## src/rtl/alu_accum_seq_if.sv

```systemverilog
// Command/result bundle between the operand front end and the accumulator ALU.
interface alu_accum_seq_if #(parameter int WIDTH = 8);
    logic             on;
    logic             start;
    logic [2:0]       in_sel;
    logic [6:0]       out_sel;
    logic [WIDTH-1:0] num1;
    logic [WIDTH-1:0] num2;
    logic             ready;
    logic             done;
    logic [WIDTH-1:0] out;
    logic [WIDTH-1:0] final1;
    logic [WIDTH-1:0] final2;
    logic             ovf;
    logic             err;
    logic [1:0]       curr_state;

    modport master (
        output on, start, in_sel, out_sel, num1, num2,
        input  ready, done, out, final1, final2, ovf, err, curr_state
    );

    modport slave (
        input  on, start, in_sel, out_sel, num1, num2,
        output ready, done, out, final1, final2, ovf, err, curr_state
    );
endinterface

```

## src/rtl/alu_accum_seq.sv

```systemverilog
// Handshaked accumulator ALU: seven one-hot ops on (loaded or persisted A, B),
// single-cycle logic/add/sub and an iterative WIDTH-cycle shift-add multiply.
module alu_accum_seq #(
    parameter int WIDTH = 8
) (
    input logic            clk,
    input logic            rst,
    alu_accum_seq_if.slave bus
);
    localparam int CW = (WIDTH > 1) ? $clog2(WIDTH) : 1;

    typedef enum logic [1:0] {
        IDLE = 2'b00,
        EXEC = 2'b01,
        DONE = 2'b10
    } state_t;

    state_t             state, state_nxt;
    logic [WIDTH-1:0]   acc, a_q, b_q;
    logic               ovf_q, err_q;
    logic [5:0]         op_q;
    logic               is_mul, is_clr, is_bad;
    logic [CW-1:0]      cnt;
    logic [2*WIDTH-1:0] prod, prod_nxt;

    logic accept, clr_cmd, cmd_bad, last_iter, exec_fin;
    logic [WIDTH:0]     sum, dif;
    logic [WIDTH-1:0]   res;
    logic               res_ovf;

    assign accept    = bus.start & bus.ready;
    assign clr_cmd   = (bus.in_sel == 3'b100);
    // A clear command ignores the opcode entirely, so only its mode must be one-hot.
    assign cmd_bad   = !$onehot(bus.in_sel) | (!clr_cmd & !$onehot(bus.out_sel));
    assign last_iter = (cnt == CW'(WIDTH - 1));
    assign exec_fin  = !is_mul | last_iter;

    assign prod_nxt = prod + (b_q[cnt] ? ({{WIDTH{1'b0}}, a_q} << cnt) : '0);

    assign sum = {1'b0, a_q} + {1'b0, b_q};
    assign dif = {1'b0, a_q} - {1'b0, b_q};

    always_comb begin
        res     = '0;
        res_ovf = 1'b0;
        if (op_q[5]) begin
            res     = dif[WIDTH-1:0];
            res_ovf = dif[WIDTH];
        end else if (op_q[4]) begin
            res     = sum[WIDTH-1:0];
            res_ovf = sum[WIDTH];
        end else if (op_q[3]) res = ~a_q;
        else if (op_q[2])     res = a_q ^ b_q;
        else if (op_q[1])     res = a_q | b_q;
        else if (op_q[0])     res = a_q & b_q;
    end

    always_ff @(posedge clk or negedge rst) begin
        if (!rst) state <= IDLE;
        else      state <= state_nxt;
    end

    always_comb begin
        state_nxt = state;
        case (state)
            IDLE:    if (accept) state_nxt = EXEC;
            EXEC:    if (exec_fin) state_nxt = DONE;
            DONE:    state_nxt = IDLE;
            default: state_nxt = IDLE;
        endcase
    end

    always_ff @(posedge clk or negedge rst) begin
        if (!rst) begin
            acc    <= '0;
            a_q    <= '0;
            b_q    <= '0;
            ovf_q  <= 1'b0;
            err_q  <= 1'b0;
            op_q   <= '0;
            is_mul <= 1'b0;
            is_clr <= 1'b0;
            is_bad <= 1'b0;
            cnt    <= '0;
            prod   <= '0;
        end else if (accept) begin
            op_q   <= bus.out_sel[5:0];
            is_mul <= !cmd_bad & !clr_cmd & bus.out_sel[6];
            is_clr <= clr_cmd;
            is_bad <= cmd_bad;
            cnt    <= '0;
            prod   <= '0;
            // Illegal commands leave the operand snapshot untouched.
            if (!cmd_bad) begin
                if (clr_cmd) begin
                    a_q <= '0;
                    b_q <= '0;
                end else begin
                    a_q <= bus.in_sel[1] ? bus.num1 : acc;
                    b_q <= bus.num2;
                end
            end
        end else if (state == EXEC) begin
            if (is_mul) begin
                prod <= prod_nxt;
                cnt  <= cnt + 1'b1;
                if (last_iter) begin
                    acc   <= prod_nxt[WIDTH-1:0];
                    ovf_q <= |prod_nxt[2*WIDTH-1:WIDTH];
                    err_q <= 1'b0;
                end
            end else if (is_bad) begin
                err_q <= 1'b1;
            end else if (is_clr) begin
                acc   <= '0;
                ovf_q <= 1'b0;
                err_q <= 1'b0;
            end else begin
                acc   <= res;
                ovf_q <= res_ovf;
                err_q <= 1'b0;
            end
        end
    end

    assign bus.ready      = (state == IDLE) & bus.on;
    assign bus.done       = (state == DONE);
    assign bus.out        = acc;
    assign bus.final1     = a_q;
    assign bus.final2     = b_q;
    assign bus.ovf        = ovf_q;
    assign bus.err        = err_q;
    assign bus.curr_state = state;
endmodule

```

## src/flat_wrapper.sv

```systemverilog
// flat-port wrapper written by rule: the top's interface ports become plain ports
module alu_accum_seq_flat 
#(
    parameter int WIDTH = 8
)
  (clk, rst, bus_on, bus_start, bus_in_sel, bus_out_sel, bus_num1, bus_num2, bus_ready, bus_done, bus_out, bus_final1, bus_final2, bus_ovf, bus_err, bus_curr_state);
  alu_accum_seq_if #(.WIDTH(WIDTH)) bus_i ();
  input logic clk;
  input logic rst;
  input wire logic [$bits(bus_i.on)-1:0] bus_on;
  input wire logic [$bits(bus_i.start)-1:0] bus_start;
  input wire logic [$bits(bus_i.in_sel)-1:0] bus_in_sel;
  input wire logic [$bits(bus_i.out_sel)-1:0] bus_out_sel;
  input wire logic [$bits(bus_i.num1)-1:0] bus_num1;
  input wire logic [$bits(bus_i.num2)-1:0] bus_num2;
  output wire logic [$bits(bus_i.ready)-1:0] bus_ready;
  output wire logic [$bits(bus_i.done)-1:0] bus_done;
  output wire logic [$bits(bus_i.out)-1:0] bus_out;
  output wire logic [$bits(bus_i.final1)-1:0] bus_final1;
  output wire logic [$bits(bus_i.final2)-1:0] bus_final2;
  output wire logic [$bits(bus_i.ovf)-1:0] bus_ovf;
  output wire logic [$bits(bus_i.err)-1:0] bus_err;
  output wire logic [$bits(bus_i.curr_state)-1:0] bus_curr_state;
  assign bus_i.on = bus_on;
  assign bus_i.start = bus_start;
  assign bus_i.in_sel = bus_in_sel;
  assign bus_i.out_sel = bus_out_sel;
  assign bus_i.num1 = bus_num1;
  assign bus_i.num2 = bus_num2;
  assign bus_ready = bus_i.ready;
  assign bus_done = bus_i.done;
  assign bus_out = bus_i.out;
  assign bus_final1 = bus_i.final1;
  assign bus_final2 = bus_i.final2;
  assign bus_ovf = bus_i.ovf;
  assign bus_err = bus_i.err;
  assign bus_curr_state = bus_i.curr_state;
  alu_accum_seq #(.WIDTH(WIDTH)) u_core (.clk(clk), .rst(rst), .bus(bus_i));
endmodule
```

## config.mk

```make
export PLATFORM = sky130hd
export DESIGN_NAME = alu_accum_seq_flat
export DESIGN_NICKNAME = d
export VERILOG_FILES = /design/src/rtl/alu_accum_seq_if.sv /design/src/rtl/alu_accum_seq.sv /design/src/flat_wrapper.sv
export SDC_FILE = /design/constraint.sdc
export NUM_CORES = 1
export LEC_CHECK = 0
export ABC_AREA = 1
export CORE_ASPECT_RATIO = 2
export CORE_UTILIZATION = 31
export CTS_CLUSTER_DIAMETER = 100
export CTS_CLUSTER_SIZE = 12
export DETAILED_ROUTE_END_ITERATION = 12
export PLACE_DENSITY_LB_ADDON = 0.15
export SKIP_CTS_REPAIR_TIMING = 1
export SKIP_LAST_GASP = 1
export SLEW_MARGIN = 20
export SYNTH_ARGS = -nofsm -noshare
export SYNTH_HDL_FRONTEND = slang
export SYNTH_SLANG_ARGS = --single-unit
```

## constraint.sdc

```tcl
create_clock -name clk -period 4.1 [get_ports clk]
set_input_delay 1.23 -clock clk [delete_from_list [all_inputs] [get_ports clk]]
set_output_delay 1.23 -clock clk [all_outputs]
set_load 0.1 [all_outputs]
```

# Word-level counts from Yosys, hierarchy flattened
# Cells that the tools add are included.
dict set report totals {
  input_bits 30
  word_cells 97
  latchBits 0
  mem_bits_rw 0
  n_memories 0
  rom_bits 0
  out_inout_bits 30
  ff_bits 56
}
dict set report op_classes {
  n_bitwise 13
  n_eq_ne 10
  n_shift 1
  mux 34
  div_mod_pow 0
  add_sub_neg 12
  order_cmp 1
  n_reduce_logical 14
  n_mul 0
}
# operator n
set op_table {}
lappend op_table {{8-bit 2-to-1 mux} 13}
lappend op_table {{16-bit 2-to-1 mux} 4}
lappend op_table {{16-bit adder} 1}
lappend op_table {{8-bit by 3-bit << shifter with 16-bit output} 1}
lappend op_table {{1-bit 2-to-1 mux} 10}
lappend op_table {{8-bit by 8-bit adder with 9-bit output} 1}
lappend op_table {{3-bit 2-to-1 mux} 3}
lappend op_table {{8-bit by 8-bit subtractor with 9-bit output} 1}
lappend op_table {{1-bit by 1-bit adder with 2-bit output} 4}
lappend op_table {{8-bit AND} 1}
lappend op_table {{8-bit inverter} 1}
lappend op_table {{8-bit OR} 1}
lappend op_table {{8-bit OR reduction} 1}
lappend op_table {{8-bit XOR} 1}
lappend op_table {{3-bit adder} 2}
lappend op_table {{3-bit equality test (second input constant)} 2}
lappend op_table {{2-bit by 1-bit != test with 1-bit output (second input constant)} 3}
lappend op_table {{2-bit AND reduction} 3}
lappend op_table {{1-bit AND} 5}
lappend op_table {{1-bit logical NOT} 5}
lappend op_table {{2-bit by 1-bit equality test with 1-bit output (second input constant)} 2}
lappend op_table {{3-bit by 4-bit less-than comparator with 1-bit output (second input constant)} 1}
lappend op_table {{2-bit 2-to-1 mux} 2}
lappend op_table {{2-bit one-hot mux with 2 select lines} 1}
lappend op_table {{13 further kinds} 16}

# Depth between registers and ports, before layout
# Gate-level depths: netlist (run 1).
dict set report logic_depth {
  depth_word 10
  ltp_mapped 23
  mapped_depth_nobuf 22
}

# Worst setup path after synthesis (run 1)
# No wires, ideal clock.
dict set report synth_timing {
  path_kind {in2out}
  startpoint {input bus_on}
  endpoint {output bus_ready}
  n_path_buf 0
  arrival_ps 2472
  t_required_ps 2870
  cell_stages 1
  path_slack_ps 398
  cell_sequence {nor3b_2}
}
dict set report synth_via {
  elab_chain_len 1
}
# item line_no
set synth_rtl {}
lappend synth_rtl {{from (decl)} flat_wrapper.sv:10} ;# input wire logic [$bits(bus_i.on)-1:0] bus_on;
lappend synth_rtl {{1-bit AND} alu_accum_seq.sv:126} ;# assign bus.ready = (state == IDLE) & bus.on;
lappend synth_rtl {{to (decl)} flat_wrapper.sv:16} ;# output wire logic [$bits(bus_i.ready)-1:0] bus_ready;
# Every way passes these cells.

# Worst setup path after layout (run 1)
dict set report layout_timing {
  startpoint {input bus_out_sel[0]}
  endpoint {register u_core.is_mul}
}
dict set report layout_via {
  elab_chain_len 10
}
# item line_no
set layout_rtl {}
lappend layout_rtl {{from (decl)} flat_wrapper.sv:13} ;# input wire logic [$bits(bus_i.out_sel)-1:0] bus_out_sel;
lappend layout_rtl {{1-bit by 1-bit adder with 2-bit output (not written as such)} alu_accum_seq.sv:34} ;# assign cmd_bad = !$onehot(bus.in_sel) | (!clr_cmd & !$onehot(bus.out_sel));
lappend layout_rtl {{3-bit adder (not written as such) (2 in a row)} alu_accum_seq.sv:34}
lappend layout_rtl {{3-bit by 1-bit equality test with 1-bit output} alu_accum_seq.sv:34}
lappend layout_rtl {{1-bit logical NOT} alu_accum_seq.sv:34}
lappend layout_rtl {{1-bit AND} alu_accum_seq.sv:34}
lappend layout_rtl {{1-bit OR} alu_accum_seq.sv:34}
lappend layout_rtl {{1-bit logical NOT} alu_accum_seq.sv:88} ;# is_mul <= !cmd_bad & !clr_cmd & bus.out_sel[6];
lappend layout_rtl {{1-bit AND (2 in a row)} alu_accum_seq.sv:88}
lappend layout_rtl {{to (signal assigned)} alu_accum_seq.sv:88}
lappend layout_rtl {{to (decl)} alu_accum_seq.sv:22} ;# logic is_mul, is_clr, is_bad;
# Every way passes these cells.
# A chain may end at the register's enable or synchronous reset.

==> impl_metrics.env, run 1 <==
export IMPL_yosysSeqAreaShare=0.274
export IMPL_clock_path_buffers=2
export IMPL_postRouteAntennaNets=0
export IMPL_synth_area_top_cells="dfrtp_1 (27%), nand2_1 (15%), ha_1 (11%)"
export IMPL_crit_fanout=18
export IMPL_num_io_pins=60
export IMPL_die_h_microns=184
export IMPL_drv_slew=0
export IMPL_initial_core_util=0.316
export IMPL_drt_iter0_markers=264
export IMPL_fin_skew_ns=0.00516
export IMPL_yosysUniqueCellTypes=51
export IMPL_portBuffers=59
export IMPL_status="finished clean"
export IMPL_drt_total_wl_mm=19.2
export IMPL_grt_pass1_wl_mm=29.4
export IMPL_maxCapViolations=0
export IMPL_yosysWarnings=0
export IMPL_yosysTopAreaCell="dfrtp_1"
export IMPL_min_delay_path_class="flip-flop to flip-flop"
export IMPL_netlist_area_sq_um=5110
export IMPL_slew_headroom=0.344
export IMPL_grt_pass1_vias=5372
export IMPL_dp_cells=1008
export IMPL_drcViolationCount=0
export IMPL_reg2reg_depth=20
export IMPL_viasPerCell=5.10
export IMPL_cp_start_kind="input port"
export IMPL_clock_fmax_ghz=0.264
export IMPL_rows=66
export IMPL_layout_cells_non_filler=1016
export IMPL_wl_per_cell_microns=18.9
export IMPL_gp_congestion=0.981
export IMPL_tritoncts="yes"
export IMPL_rsz0062_at_grt="no"
export IMPL_clockRootBuffer="clkbuf_16"
export IMPL_die_w_microns=92.8
export IMPL_final_hold_viol_count=0
export IMPL_drive_gt1_frac=0.0739
export IMPL_core_area_sq_um=16200
export IMPL_cts_max_level=2
export IMPL_antenna_cells=0
export IMPL_route_vias_total=5182
export IMPL_worstSkewPairLatency_ns=0.30
export IMPL_fin_nets=893
export IMPL_antenna_found_initial=0
export IMPL_multi_input_comb_area_sq_um=3130
export IMPL_dr_pass1_iters=6
export IMPL_period_minus_slack_ns=3.79
export IMPL_area_growth_pct=18.5
export IMPL_crit_type="input port to flip-flop"
export IMPL_synth_fp_nets=836
export IMPL_powerDensity_nw_per_um2=718
export IMPL_grt_usage=0.234
export IMPL_cts_buffers_inserted=5
export IMPL_nFillCells=1842
export IMPL_hpwl_mm=15.9
export IMPL_min_path_cells=1
export IMPL_synth_top_area_frac=0.274
export IMPL_syn_avg_cell_area_sq_um=6.78
export IMPL_regToRegSetupSlack_ns=0.55
export IMPL_vdd_drop_max_v=0.000459
export IMPL_cts_sinks=56
export IMPL_final_util=0.374
export IMPL_final_seq_area_sq_um=1400
export IMPL_cp_required_ns=4.30
export IMPL_fin_tns_setup_ns=0
export IMPL_syn_inst=754
export IMPL_clk_pin_slew_ns=0.08
export IMPL_critPathArrivalTime_ns=3.98
export IMPL_setup_viol=0
export IMPL_grt_max_degree=40
export IMPL_p_leak_nw=3.21
export IMPL_tightest_slew_ns=0.981
export IMPL_cp_end_kind="flip-flop"
export IMPL_die_area_sq_um=17000
export IMPL_ys_seq_elements=56
export IMPL_min_period_over_period=0.924
export IMPL_grt_ovfl_total=0
## critical path: stages
cell             delay [ns]
clkdlybuf4s50_1        0.43
ha_1                   0.28
inv_1                  0.05
fa_1                   0.49
inv_1                  0.04
ha_1                   0.18
inv_1                  0.06
fa_1                   0.41
nand3_1                0.09
o21ai_1                0.10
nand2_4                0.18
clkinv_4               0.17
a32o_1                 0.25
## cell families after synthesis
| logic type | Yosys count | share of synthesized area |
|---|---|---|
| and+or+nand+nor | 328 | 0.271 |
| AOI/OAI and AO/OA | 162 | 0.181 |
| buffers and inverters | 143 | 0.114 |
| DFF | 56 | 0.274 |
| adders and majority gates | 52 | 0.137 |
| xor gates and xnor gates | 10 | 0.0171 |
| muxes | 3 | 0.00612 |
## worst paths after layout
check,end,from
setup / recovery,u_core.is_mul,bus_out_sel[0]
hold / removal,u_core.prod[13],u_core.prod[13]
setup reg to reg,u_core.bus.ovf,u_core.cnt[1]
hold reg to reg,u_core.prod[13],u_core.prod[13]
max in group asynchronous,u_core.cnt[1],rst
min in group asynchronous,u_core.bus.out[6],rst
## sequential cells by signal (all words and copies together) (netlist names)
| name | flops |
|---|---|
| u_core.prod | 16 |
| u_core.bus.final1 | 8 |
| u_core.bus.final2 | 8 |
| u_core.bus.out | 8 |
| u_core.op_q | 6 |
| u_core.cnt | 3 |
| u_core.bus.curr_state | 2 |
| u_core.bus.err | 1 |
| u_core.bus.ovf | 1 |
| u_core.is_bad | 1 |
| u_core.is_clr | 1 |
| u_core.is_mul | 1 |
## routing by layer
metal,vias to the layer above,global-route usage,share of wire
met5,-,0,0
met4,0,0.186,0.087
met3,61,0.0157,0.018
met2,143,0.464,0.56
met1,2425,0.207,0.33
li1,2553,-,-
## report_power, final
part / switching [W] / total, W / internal (W)
clock: 0.000222 / 0.000514 / 0.000292
sequential: 0.000195 / 0.000881 / 0.000686
combinational: 0.00217 / 0.00295 / 0.000783
total: 0.00259 / 0.00435 / 0.00176
## placed cells by master, fill, tap and decap left out, drive strengths merged
cell type	count
mux2i	2
a22oi	1
o41ai	2
inv	118
nor3	6
a21o	5
a32o	2
dfrtp	56
o31ai	1
or2	3
mux2	1
a31oi	3
xnor2	2
nand4	8
o21bai	1
and2	3
o221ai	1
nor3b	2
nor2	58
bufinv	1
o21ai	79
nand3	46
ha	45
clkbuf	6
o211ai	8
nand3b	1
o311ai	1
clkdlybuf4s50	40
xor2	8
clkinv	6
a21boi	3
a21oi	48
nand2	201
a22o	2
fa	7
buf	30
o22ai	5
## cell type report
type,count,area share
multi-input cells,555,0.517
clock inverters,2,0.00640
well taps,204,0.0421
clock buffers,6,0.0213
inverters,123,0.0772
repair buffers,70,0.105
flip-flops and latches,56,0.231
## cell usage after synthesis (all sizes together)
| cell | n |
|---|---|
| a22o | 2 |
| dfrtp | 56 |
| inv | 117 |
| fa | 7 |
| o22ai | 5 |
| o21ai | 79 |
| nand3 | 46 |
| and2 | 3 |
| a21oi | 48 |
| o211ai | 8 |
| nand3b | 1 |
| o311ai | 1 |
| nand2 | 201 |
| mux2i | 2 |
| xnor2 | 2 |
| mux2 | 1 |
| buf | 11 |
| nor3 | 6 |
| clkinv | 6 |
| o221ai | 1 |
| a22oi | 1 |
| o41ai | 2 |
| a21o | 5 |
| xor2 | 8 |
| ha | 45 |
| o31ai | 1 |
| nand4 | 8 |
| a32o | 2 |
| or2 | 3 |
| a21boi | 3 |
| a31oi | 3 |
| nor3b | 2 |
| o21bai | 1 |
| clkbuf | 9 |
| nor2 | 58 |
## per-stage QoR
stage,setup WS (ns),hold slack [ns],power (W),cell area [sq um]
6_report,0.313,0.492,0.00435,6060
5_1_grt,0.133,0.512,0.00461,6060
4_1_cts,0.310,0.495,0.00437,6060
3_5_place_dp,-0.0131,0.477,0.00384,5890
3_3_place_gp,0.0201,0.472,0.00383,5890
2_1_floorplan,0.398,0.454,0.00291,5110
Power figures use the tool's default switching activity.
==> run 2: changes to the inputs <==
--- a/config.mk
+++ b/config.mk
@@ -8,6 +8,7 @@
 export ABC_AREA = 1
 export CORE_ASPECT_RATIO = 2
 export CORE_UTILIZATION = 31
+export CTS_BUF_LIST = sky130_fd_sc_hd__clkbuf_8 sky130_fd_sc_hd__clkbuf_16
 export CTS_CLUSTER_DIAMETER = 100
 export CTS_CLUSTER_SIZE = 12
 export DETAILED_ROUTE_END_ITERATION = 12
==> run 2 against run 1 <==
Against the previous run: clock skew about the same; critical path type unchanged; wire length increased by 0.11%; largest cell class unchanged; clock power about the same; critical endpoint unchanged; power about the same; hold slack about the same; first-iteration DRC count decreased by 0.76%.
==> impl_metrics.env, run 2 (same netlist as run 1, synthesis figures left out) <==
export IMPL_rows=66
export IMPL_max_flop_register="u_core.prod"
export IMPL_portBuffers=59
export IMPL_timing_critical_path_cells="clkdlybuf4s50_1 -> ha_1 -> inv_1 -> fa_1 -> inv_1 -> ha_1 -> inv_1 -> fa_1 -> nand3_1 -> o21ai_1 -> nand2_4 -> clkinv_4 -> a32o_1"
export IMPL_slew_headroom=0.344
export IMPL_setup_viol=0
export IMPL_grt_ovfl_total=0
export IMPL_p_leak_nw=3.22
export IMPL_initial_core_util=0.316
export IMPL_grt_pass1_vias=5372
export IMPL_period_minus_slack_ns=3.79
export IMPL_fin_nets=893
export IMPL_worstSkewPairLatency_ns=0.30
export IMPL_tritoncts="yes"
export IMPL_drcViolationCount=0
export IMPL_area_growth_pct=18.5
export IMPL_design_area_sq_um=6060
export IMPL_max_stage_delay_ns=0.49
export IMPL_drt_iter0_markers=262
export IMPL_vdd_drop_max_v=0.000459
export IMPL_clk_pin_slew_ns=0.08
export IMPL_viasPerCell=5.09
export IMPL_dr_pass1_iters=7
export IMPL_cts_max_level=2
export IMPL_rsz0062_at_grt="no"
export IMPL_placed_area_sq_um=5890
export IMPL_antenna_found_initial=0
export IMPL_cp_start_kind="input port"
export IMPL_core_area_sq_um=16200
export IMPL_layout_common_cells="nand2_1 (198), inv_1 (114), o21ai_0 (68), nor2_1 (56), dfrtp_1 (56)"
export IMPL_die_area_sq_um=17000
export IMPL_grt_usage=0.234
export IMPL_route_vias_total=5170
export IMPL_drt_total_wl_mm=19.2
export IMPL_nFillCells=1842
export IMPL_crit_type="input port to flip-flop"
export IMPL_num_io_pins=60
export IMPL_gp_congestion=0.981
export IMPL_die_w_microns=92.8
export IMPL_cpMostUsedCell="inv_1"
export IMPL_cts_buffers_inserted=5
export IMPL_dp_cells=1008
export IMPL_critPathArrivalTime_ns=3.98
export IMPL_layout_cells_non_filler=1016
export IMPL_hpwl_mm=15.9
export IMPL_powerDensity_nw_per_um2=718
export IMPL_cp_required_ns=4.30
export IMPL_regToRegSetupSlack_ns=0.54
export IMPL_clock_fmax_ghz=0.264
export IMPL_fin_skew_ns=0.00495
export IMPL_largest_reg_flops=16
export IMPL_min_period_over_period=0.923
export IMPL_drive_gt1_frac=0.0739
export IMPL_final_util=0.374
export IMPL_crit_fanout=18
export IMPL_antenna_cells=0
export IMPL_drv_slew=0
export IMPL_die_h_microns=184
export IMPL_tightest_slew_ns=0.981
export IMPL_power_total_w=0.00435
export IMPL_maxCapViolations=0
export IMPL_cpMaxStageDelayCell="fa_1"
export IMPL_min_delay_path_class="flip-flop to flip-flop"
export IMPL_clock_path_buffers=2
export IMPL_grt_max_degree=40
export IMPL_cp_end_kind="flip-flop"
export IMPL_clockRootBuffer="clkbuf_16"
export IMPL_grt_pass1_wl_mm=29.4
export IMPL_final_hold_viol_count=0
export IMPL_status="finished clean"
export IMPL_postRouteAntennaNets=0
export IMPL_cts_sinks=56
export IMPL_wl_per_cell_microns=18.9
export IMPL_mostFrequentLayoutCell="nand2_1"
[run 2: cell count changes in the layout (fill, tap and decap cells not counted)]
cell	before	now
clkbuf_1	1	0
inv_1	113	114
[run 2: stage by stage]
step	hold WS [ns]	TNS, ns	worst slack (ns)
after CTS	0.495	0	0.311
after floorplan	0.454	0	0.398
after global routing	0.512	0	0.133
after detailed placement	0.477	-0.0131	-0.0131
after global placement	0.472	0	0.0201
final	0.492	0	0.315
[run 2: cell type report]
type,count,area [sq um],share of cell area
repair buffers,70,636,0.105
clock inverters,3,42.5,0.00702
clock buffers,5,125,0.0206
well taps,204,255,0.0421
flip-flops and latches,56,1400,0.231
multi-input cells,555,3130,0.517
inverters,123,468,0.0772
[run 2: final timing paths]
check                                     to  cells after the start             from
hold reg to reg              u_core.prod[13]                      1  u_core.prod[13]
hold / removal               u_core.prod[13]                      1  u_core.prod[13]
setup reg to reg              u_core.bus.ovf                     20    u_core.cnt[1]
min in group asynchronous  u_core.bus.out[6]                      1              rst
setup / recovery               u_core.is_mul                     13   bus_out_sel[0]
max in group asynchronous      u_core.cnt[1]                      2              rst
[run 2: metal layers]
metal,vias to the layer above,track usage,share of wire
met2,131,0.464,0.56
met3,65,0.0157,0.020
met1,2420,0.207,0.33
li1,2554,-,-
met5,-,0,0
met4,0,0.186,0.089
[run 2: critical path: cells and delay by family]
kind | cells | cell delay (ns)
AO/OA/AOI/OAI | 2 | 0.35
adder cells (fa/ha/maj) | 4 | 1.36
buffers and inverters | 5 | 0.75
AND/OR/NAND/NOR | 2 | 0.27
[run 2: power breakdown]
part	switching, W	total (W)	internal, W
clock network	0.000223	0.000512	0.000290
logic	0.00217	0.00296	0.000783
registers	0.000195	0.000881	0.000686
==> run 3: changes to the inputs <==
--- a/config.mk
+++ b/config.mk
@@ -6,6 +6,8 @@
 export NUM_CORES = 1
 export LEC_CHECK = 0
 export ABC_AREA = 1
+export CELL_PAD_IN_SITES_DETAIL_PLACEMENT = 0
+export CELL_PAD_IN_SITES_GLOBAL_PLACEMENT = 1
 export CORE_ASPECT_RATIO = 2
 export CORE_UTILIZATION = 31
 export CTS_BUF_LIST = sky130_fd_sc_hd__clkbuf_8 sky130_fd_sc_hd__clkbuf_16
==> run 3 against run 2 <==
Against the previous run: final cell count barely moved; wire length fell by 2.1%; critical path depth did not move; via count rose by 0.50%; core utilization barely moved; maximum frequency rose by 1.9%; flip-flop and latch count did not move; critical endpoint unchanged; largest cell class unchanged.
==> impl_metrics.env, run 3 (same netlist as run 1, synthesis figures left out) <==
export IMPL_status="finished clean"
export IMPL_clock_path_buffers=2
export IMPL_wl_per_cell_microns=18.5
export IMPL_dp_cells=1007
export IMPL_regToRegSetupSlack_ns=0.73
export IMPL_min_period_over_period=0.906
export IMPL_die_h_microns=184
export IMPL_crit_type="input port to flip-flop"
export IMPL_dr_pass1_iters=5
export IMPL_reg2reg_from="u_core.cnt[1]"
export IMPL_nFillCells=1800
export IMPL_worstSkewPairLatency_ns=0.30
export IMPL_max_flop_register="u_core.prod"
export IMPL_antenna_cells=0
export IMPL_final_hold_viol_count=0
export IMPL_route_vias_total=5196
export IMPL_min_delay_path_class="flip-flop to flip-flop"
export IMPL_period_minus_slack_ns=3.72
export IMPL_die_area_sq_um=17000
export IMPL_fin_skew_ns=0.00591
export IMPL_powerDensity_nw_per_um2=711
export IMPL_crit_fanout=18
export IMPL_reg2reg_depth=21
export IMPL_cts_sinks=56
export IMPL_die_w_microns=92.8
export IMPL_antenna_found_initial=0
export IMPL_postRouteAntennaNets=0
export IMPL_cts_buffers_inserted=5
export IMPL_layout_cells_non_filler=1015
export IMPL_vdd_drop_max_v=0.000459
export IMPL_grt_ovfl_total=0
export IMPL_grt_max_degree=41
export IMPL_min_path_cells=2
export IMPL_rsz0062_at_grt="no"
export IMPL_cp_required_ns=4.29
export IMPL_fin_nets=892
export IMPL_tritoncts="yes"
export IMPL_slew_headroom=0.341
export IMPL_fin_tns_setup_ns=0
export IMPL_viasPerCell=5.12
export IMPL_num_io_pins=60
export IMPL_rows=66
export IMPL_drcViolationCount=0
export IMPL_area_growth_pct=18.3
export IMPL_design_area_sq_um=6050
export IMPL_initial_core_util=0.316
export IMPL_setup_ws_ns=0.384
export IMPL_drive_gt1_frac=0.0727
export IMPL_p_leak_nw=3.21
export IMPL_gp_congestion=0.955
export IMPL_pre_cts_slack_ns=0.0349
export IMPL_setup_viol=0
export IMPL_core_area_sq_um=16200
export IMPL_r2r_end="u_core.bus.ovf"
export IMPL_min_delay_start="u_core.prod[10]"
export IMPL_min_to="u_core.prod[10]"
export IMPL_grt_usage=0.230
export IMPL_portBuffers=59
export IMPL_clk_pin_slew_ns=0.08
export IMPL_maxCapViolations=0
export IMPL_critPathArrivalTime_ns=3.91
export IMPL_drt_total_wl_mm=18.8
export IMPL_clockRootBuffer="clkbuf_16"
export IMPL_layout_common_cells="nand2_1 (198), inv_1 (114), o21ai_0 (68), nor2_1 (56), dfrtp_1 (56)"
export IMPL_tightest_slew_ns=0.986
export IMPL_drv_slew=0
export IMPL_grt_pass1_wl_mm=29.1
export IMPL_cp_end_kind="flip-flop"
export IMPL_drt_iter0_markers=197
export IMPL_cp_start_kind="input port"
export IMPL_cts_max_level=2
export IMPL_clock_fmax_ghz=0.269
export IMPL_largest_reg_flops=16
export IMPL_hpwl_mm=15.6
export IMPL_grt_pass1_vias=5315
export IMPL_placed_area_sq_um=5880
export IMPL_mostFrequentLayoutCell="nand2_1"
## run 3: where the power goes
part           leakage (nW)  switching (W)  internal (W)
sequential            0.711       0.000213      0.000686
clock                0.0856       0.000228      0.000290
combinational          2.41        0.00211      0.000776
total                  3.21        0.00255       0.00175
## run 3: worst max path at each step
stage	from	end	slack (ns)	cells past startpoint
3_5_place_dp	bus_out_sel[1]	u_core.is_mul	0.03	13
6_report	bus_out_sel[1]	u_core.is_mul	0.38	13
3_3_place_gp	bus_out_sel[0]	u_core.is_mul	0.06	13
2_1_floorplan	bus_on	bus_ready	0.40	1
5_1_grt	bus_out_sel[0]	u_core.bus.final2[7]	0.19	14
4_1_cts	bus_out_sel[1]	u_core.is_mul	0.36	13
## run 3: per-stage QoR
stage	power, W	utilization	hold WS [ns]
floorplan	0.00291	-	0.454
global placement	0.00378	0.364	0.468
detailed placement	0.00379	0.364	0.480
CTS	0.00433	0.374	0.500
global route	0.00458	0.374	0.511
finish	0.00430	0.374	0.493
## run 3: area by class of cell
type / instances / area [sq um] / share of cell area
Clock buffer: 5 / 125 / 0.0207
Clock inverter: 3 / 42.5 / 0.00703
Inverter: 123 / 468 / 0.0773
Multi-Input combinational cell: 555 / 3130 / 0.517
Sequential cell: 56 / 1400 / 0.232
Tap cell: 204 / 255 / 0.0422
Timing Repair Buffer: 69 / 628 / 0.104
## run 3: worst max-delay path, stage by stage
cell             delay (ns)
clkdlybuf4s50_1        0.43
ha_1                   0.28
inv_1                  0.05
fa_1                   0.50
inv_1                  0.04
ha_1                   0.18
inv_1                  0.06
fa_1                   0.40
nand3_1                0.09
o21ai_1                0.09
nand2_4                0.15
clkinv_4               0.16
a32o_1                 0.25
## run 3: layer usage
layer | track usage | routed length [microns]
met3 | 0.0190 | 528
met1 | 0.213 | 6160
met4 | 0.138 | 1180
met5 | 0 | 0
met2 | 0.464 | 10900
